[config.mk]
export PLATFORM = sky130hd
export DESIGN_NAME = cfa_grad_gen
export DESIGN_NICKNAME = d
export VERILOG_FILES = /design/src/rtl/cfa_grad_gen_pkg.sv /design/src/rtl/cfa_line_buf.sv /design/src/rtl/cfa_grad_gen.sv
export SDC_FILE = /design/constraint.sdc
export NUM_CORES = 2
export LEC_CHECK = 0
export BUFFER_PORTS_ARGS = -buffer_cell sky130_fd_sc_hd__buf_2
export CORE_AREA = 2 2 346 348
export DETAILED_ROUTE_END_ITERATION = 6
export DIE_AREA = 0 0 348 350
export PLACE_DENSITY = 0.79
export SYNTH_ARGS = -nofsm -noshare
export SYNTH_HDL_FRONTEND = slang
export SYNTH_SLANG_ARGS = --single-unit
[constraint.sdc]
create_clock -name clk -period 5.8 [get_ports clk]
set_input_delay 0.29 -clock clk [delete_from_list [all_inputs] [get_ports clk]]
set_output_delay 0.29 -clock clk [all_outputs]
set_load 0.03 [all_outputs]
[src/rtl/cfa_grad_gen_pkg.sv]
// Shared types and constants for the CFA gradient generator.
// Holds the frame FSM encoding and the saturating |a-b| width helpers.
package cfa_grad_gen_pkg;

    typedef enum logic [1:0] {
        ST_IDLE   = 2'd0,
        ST_ACTIVE = 2'd1,
        ST_DONE   = 2'd2
    } state_t;

    // One extra bit so a pixel difference keeps its sign.
    localparam int DIFF_GUARD = 1;

    function automatic int sat_max(input int gw);
        return (1 << gw) - 1;
    endfunction

endpackage

[src/rtl/cfa_line_buf.sv]
// Single-port synchronous line RAM, read-before-write at one address.
// Ports: clk, en (access), we (write), addr, wdata, rdata (registered old word).
module cfa_line_buf
    import cfa_grad_gen_pkg::*;
#(
    parameter int DEPTH = 64,
    parameter int WIDTH = 12
) (
    input  logic                     clk,
    input  logic                     en,
    input  logic                     we,
    input  logic [$clog2(DEPTH)-1:0] addr,
    input  logic [WIDTH-1:0]         wdata,
    output logic [WIDTH-1:0]         rdata
);

    logic [WIDTH-1:0] mem [DEPTH];

    always_ff @(posedge clk) begin
        if (en) begin
            rdata <= mem[addr];
            if (we) begin
                mem[addr] <= wdata;
            end
        end
    end

endmodule

[src/rtl/cfa_grad_gen.sv]
// 3x3 Bayer window gradients: h/v saturated |diff|, Gh/Gv neighbour sums.
// Ports: clk, rst (async low), pix_in/pix_valid/sof in; h, v, Gh, Gv, ready, frame_err out.
module cfa_grad_gen
    import cfa_grad_gen_pkg::*;
#(
    parameter int PIX_W  = 12,
    parameter int GRAD_W = 8,
    parameter int IMG_W  = 64,
    parameter int IMG_H  = 48
) (
    input  logic              clk,
    input  logic              rst,
    input  logic [PIX_W-1:0]  pix_in,
    input  logic              pix_valid,
    input  logic              sof,
    output logic [GRAD_W-1:0] h,
    output logic [GRAD_W-1:0] v,
    output logic [PIX_W:0]    Gh,
    output logic [PIX_W:0]    Gv,
    output logic              ready,
    output logic              frame_err
);

    localparam int CW = $clog2(IMG_W);
    localparam int RW = $clog2(IMG_H);
    localparam int DW = PIX_W + DIFF_GUARD;
    localparam logic [PIX_W-1:0] SAT = PIX_W'(sat_max(GRAD_W));

    state_t state, state_nx;
    logic [CW-1:0] col, cur_col;
    logic [RW-1:0] row, cur_row;
    logic restart, acc, last_pix, emit, sel;

    // Stage 1: RAM outputs plus the pixel that triggered the read
    logic             v1, e1, sel1;
    logic [PIX_W-1:0] pix1, q0, q1, top, mid;

    // Window: mid row cols c-1/c-2, top/bottom at col c-1
    logic [PIX_W-1:0] mid_a, mid_b, top_a, bot_a;
    logic [DW-1:0]    hd_s, vd_s;
    logic [PIX_W-1:0] hd, vd;

    always_comb begin
        restart  = pix_valid & sof;
        acc      = pix_valid & (sof | (state == ST_ACTIVE));
        cur_col  = restart ? '0 : col;
        cur_row  = restart ? '0 : row;
        last_pix = (cur_col == CW'(IMG_W - 1)) &&
                   (cur_row == RW'(IMG_H - 1));
        // A pixel at (c,r) completes the window centred on (c-1,r-1)
        emit     = (cur_col >= CW'(2)) && (cur_row >= RW'(2));
        sel      = cur_row[0];
    end

    always_comb begin
        state_nx = state;
        unique case (state)
            ST_IDLE, ST_DONE: begin
                if (restart) state_nx = ST_ACTIVE;
            end
            ST_ACTIVE: begin
                if (acc && last_pix) state_nx = ST_DONE;
            end
            default: state_nx = ST_IDLE;
        endcase
    end

    always_ff @(posedge clk or negedge rst) begin
        if (!rst) begin
            state     <= ST_IDLE;
            col       <= '0;
            row       <= '0;
            frame_err <= 1'b0;
        end else begin
            state     <= state_nx;
            frame_err <= restart && (state == ST_ACTIVE);
            if (acc) begin
                if (last_pix) begin
                    col <= '0;
                    row <= '0;
                end else if (cur_col == CW'(IMG_W - 1)) begin
                    col <= '0;
                    row <= cur_row + RW'(1);
                end else begin
                    col <= cur_col + CW'(1);
                    row <= cur_row;
                end
            end
        end
    end

    // Buffers alternate by row parity: the one matching the current row
    // holds row r-2 and is overwritten in place; the other holds row r-1.
    cfa_line_buf #(.DEPTH(IMG_W), .WIDTH(PIX_W)) u_lb0 (
        .clk   (clk),
        .en    (acc),
        .we    (acc & ~sel),
        .addr  (cur_col),
        .wdata (pix_in),
        .rdata (q0)
    );

    cfa_line_buf #(.DEPTH(IMG_W), .WIDTH(PIX_W)) u_lb1 (
        .clk   (clk),
        .en    (acc),
        .we    (acc & sel),
        .addr  (cur_col),
        .wdata (pix_in),
        .rdata (q1)
    );

    always_comb begin
        top  = sel1 ? q1 : q0;
        mid  = sel1 ? q0 : q1;
        hd_s = {1'b0, mid_b} - {1'b0, mid};
        vd_s = {1'b0, top_a} - {1'b0, bot_a};
        hd   = hd_s[DW-1] ? PIX_W'(-hd_s) : hd_s[PIX_W-1:0];
        vd   = vd_s[DW-1] ? PIX_W'(-vd_s) : vd_s[PIX_W-1:0];
    end

    always_ff @(posedge clk or negedge rst) begin
        if (!rst) begin
            v1    <= 1'b0;
            e1    <= 1'b0;
            sel1  <= 1'b0;
            pix1  <= '0;
            mid_a <= '0;
            mid_b <= '0;
            top_a <= '0;
            bot_a <= '0;
            h     <= '0;
            v     <= '0;
            Gh    <= '0;
            Gv    <= '0;
            ready <= 1'b0;
        end else begin
            v1    <= acc;
            e1    <= acc & emit;
            sel1  <= sel;
            pix1  <= pix_in;
            ready <= v1 & e1;
            if (v1) begin
                mid_a <= mid;
                mid_b <= mid_a;
                top_a <= top;
                bot_a <= pix1;
            end
            if (v1 && e1) begin
                h  <= (hd > SAT) ? SAT[GRAD_W-1:0] : hd[GRAD_W-1:0];
                v  <= (vd > SAT) ? SAT[GRAD_W-1:0] : vd[GRAD_W-1:0];
                Gh <= {1'b0, mid_b} + {1'b0, mid};
                Gv <= {1'b0, top_a} + {1'b0, bot_a};
            end
        end
    end

endmodule

==> flow_metrics.py <==
metrics = {
    "status": {
        "outcome": "finished with violations",
        "violations": "design-rule violations, max-capacitance violations",
    },
    "grt": {
        "grt_first_pass_wirelength_um": 268000,
        "grtUsageTotal_pct": 30.2,
        "grt_pass1_vias": 39178,
        "grt_overflow": 0,
        "grt_max_degree": 98,
        "antenna_found_initial": 1,
    },
    "cts": {
        "insertion_delay_ns": 0.78,
        "cts_root_buf": "clkbuf_16",
        "numCtsBuffers": 156,
        "clkTransAtPathRegs_ns": 0.06,
        "cts.sinks": 1681,
        "htree_levels": 4,
        "clock_path_buffers": 3,
        "post_cts_resize_count": 0,
        "cts_tree": "done",
    },
    "critical_path": {
        "crit_path_max_fanout": 24,
        "cp.required_ns": 6.43,
        "end_kind": "flop",
        "path_class": "flop to flop",
        "cp-start-kind": "flop",
        "r2r_cells": 13,
        "critPathArrivalTime_ns": 5.15,
    },
    "yosys": {
        "synth-seq-cells": 1681,
        "synth_edf_count": 1560,
        "avgSynthCellArea_sq_um": 15.8,
        "synthFlopType": "edfxtp_1",
        "synthCells": 4174,
        "synth-async-reset-ratio_pct": 7.20,
        "yosysSeqAreaShare_pct": 75.8,
        "netlist_area_sq_mm": 0.0658,
        "synth_fp_nets": 4250,
        "ys_types": 73,
        "synth_warnings": 0,
    },
    "floorplanning": {
        "rows": 126,
        "fp.dieH_um": 350,
        "dieArea_sq_mm": 0.122,
        "die_w_um": 348,
        "ios": 60,
        "start_util_pct": 55.9,
        "fp.coreArea_sq_mm": 0.118,
    },
    "timing": {
        "clock_skew_ns": 0.0311,
        "grt_setup_unrepaired": "false",
        "setup_violations": 0,
        "max_slew_margin_pct": 1.01,
        "hold_viol": 0,
        "worst_slew_pin_slew_ns": 1.48,
        "min_period_ns": 4.52,
        "whs_ns": 0.0621,
        "max_freq_mhz": 221,
        "worst_slack_ns": 1.28,
        "min_period_over_period_pct": 78.0,
        "finalSetupTns_ns": 0,
        "slew_violations": 0,
    },
    "placement": {
        "dp.cells": 5704,
        "postPlaceCellArea_sq_mm": 0.0687,
        "gp_congestion": 0.959,
        "post-place-ws_ns": 1.20,
        "hpwl_um": 110000,
        "portBuffers": 59,
    },
    "cells_and_area": {
        "syn_to_final_growth_pct": 11.9,
        "drive_gt1_share_pct": 13.5,
        "antennaDiodeCount": 0,
        "finalInstanceArea_sq_mm": 0.0737,
        "fin_cells": 5996,
        "fin_nets": 4409,
        "fin_util_pct": 62.5,
        "num-fill-cells": 7887,
    },
    "job": {
        "drv_cap": 1,
    },
    "drt": {
        "drt_iter0_markers": 8131,
        "dr.pass1.iters": 7,
        "via_per_inst": 6.90,
        "finalWirelength_um": 186000,
        "wl_per_cell_um": 31.0,
        "drtAntennaViolNets": 0,
        "vias": 41359,
        "drc": 10,
    },
    "pwr": {
        "vdd_drop_max_v": 0.000240,
        "power_mw": 31.6,
        "p_leak_nw": 24.3,
        "power_density_mw_per_mm2": 429,
    },
    "hold_path": {
        "hold_path_class": "input port to flop",
        "holdPathStages": 1,
    },
}
[power breakdown]
part	switching [mW]	total, mW	internal [mW]
logic	5.08	7.61	2.53
clock network	4.36	9.97	5.61
registers	0.431	14.0	13.6
[synth_stat cells (all sizes together) (5+ instances only)]
library cell	instances	area share (%)
a2111oi	8	0.11
mux2	113	1.9
o31a	6	0.080
a211oi	10	0.11
o211ai	9	0.10
or4	8	0.097
clkbuf	146	0.83
o311ai	6	0.080
dfrtp	121	4.6
a22oi	103	1.2
xor2	16	0.21
a221oi	154	2.0
o21ai	221	1.7
o21bai	8	0.091
o22ai	14	0.13
ha	56	1.1
xnor2	26	0.35
nor3	24	0.18
a31oi	72	0.68
or2	5	0.048
or3	7	0.067
nand3	35	0.27
a221o	20	0.30
and2	8	0.076
a222oi	89	1.4
nor4	11	0.10
nand4	8	0.076
a21oi	201	1.6
nor2b	8	0.076
nand2b	10	0.095
mux2i	214	3.3
nor2	346	2.0
o21a	9	0.10
a32oi	7	0.093
inv	56	0.32
edfxtp	1560	71
nand2	269	1.5
o221ai	6	0.080
o31ai	5	0.057
a21o	9	0.10
buf	101	0.70
a22o	26	0.35
[repair_timing]
action / in CTS / in global routing
endpoints found under the hold margin: 93 / 0
hold buffers: 7 / 0
setup buffers: 0 / 0
[layout by cell type, fill, tap and decap left out, types with 11 or more instances in the layout]
master	synthesis	routed
o21ai_0	220	220
clkinv_2	0	21
a222oi_1	89	89
a31oi_1	72	72
clkbuf_1	146	39
buf_4	0	185
a22oi_1	103	103
a22o_1	26	26
a221o_1	20	20
a221oi_1	154	154
clkbuf_16	0	163
mux2_2	113	113
a21oi_1	198	198
nand3_1	35	35
mux2i_1	214	214
nor3_1	24	22
buf_2	61	46
dfrtp_1	121	117
inv_1	55	55
xnor2_1	26	26
nand2_1	269	267
o22ai_1	14	14
xor2_1	16	16
edfxtp_1	1560	1560
clkinv_1	3	42
nor2_1	346	335
nor4_1	11	11
ha_1	56	56
[cell type report]
class / instances / area [sq um] / area share [%]
clock inverter: 81 / 661 / 0.897
clock buffer: 204 / 4250 / 5.77
sequential: 1681 / 49900 / 67.7
inverter: 59 / 221 / 0.301
tap: 1536 / 1920 / 2.61
timing repair buffer: 248 / 1890 / 2.56
multi-input combinational: 2187 / 14800 / 20.1
[sequential cells by signal (all words and copies together), names as in the netlist, 13 cells and up]
| signal | flops |
|---|---|
| Gv | 13 |
| u_lb1.mem | 768 |
| Gh | 13 |
| u_lb0.mem | 768 |
[routing by layer]
| layer | vias up | global-route usage [%] | part of all wire, % |
|---|---|---|---|
| li1 | 16796 | - | - |
| met1 | 20299 | 40.8 | 35 |
| met2 | 3689 | 45.4 | 45 |
| met3 | 575 | 9.41 | 16 |
| met4 | 0 | 13.5 | 5.1 |
| met5 | - | 0 | 0 |
[path summary, 6_finish.rpt]
| kind | slack, ns | startpoint | endpoint |
|---|---|---|---|
| max | 1.28 | sel1 | h[3] |
| min | 0.06 | pix_in[10] | pix1[10] |
| max reg2reg | 1.28 | sel1 | h[3] |
| min reg2reg | 0.45 | pix1[11] | bot_a[11] |
| max in group asynchronous | 4.35 | rst | Gh[2] |
| min in group asynchronous | 0.10 | rst | Gv[8] |
[kinds of logic after synthesis]
kind of cell    Yosys count  share of synthesized area (%)
mux                     330                           5.29
simple gates            752                           4.75
buf+inv                 306                           1.87
xor+xnor                 42                          0.559
flops                  1681                           75.8
compound gates         1003                           10.6
fa+ha+maj                60                           1.19
[critical path, stage by stage, from the launching register on]
cell,delay (ns)
dfrtp_1,0.32
buf_4,0.34
mux2i_1,0.55
inv_1,0.17
fa_1,0.48
nand2b_1,0.17
a211oi_1,0.37
a2bb2oi_1,0.29
a31oi_1,0.10
o21ai_0,0.79
a31o_2,0.21
nand3_1,0.09
a21oi_2,0.37
a21oi_1,0.12
No activity file was read; power rests on OpenSTA's default activity.
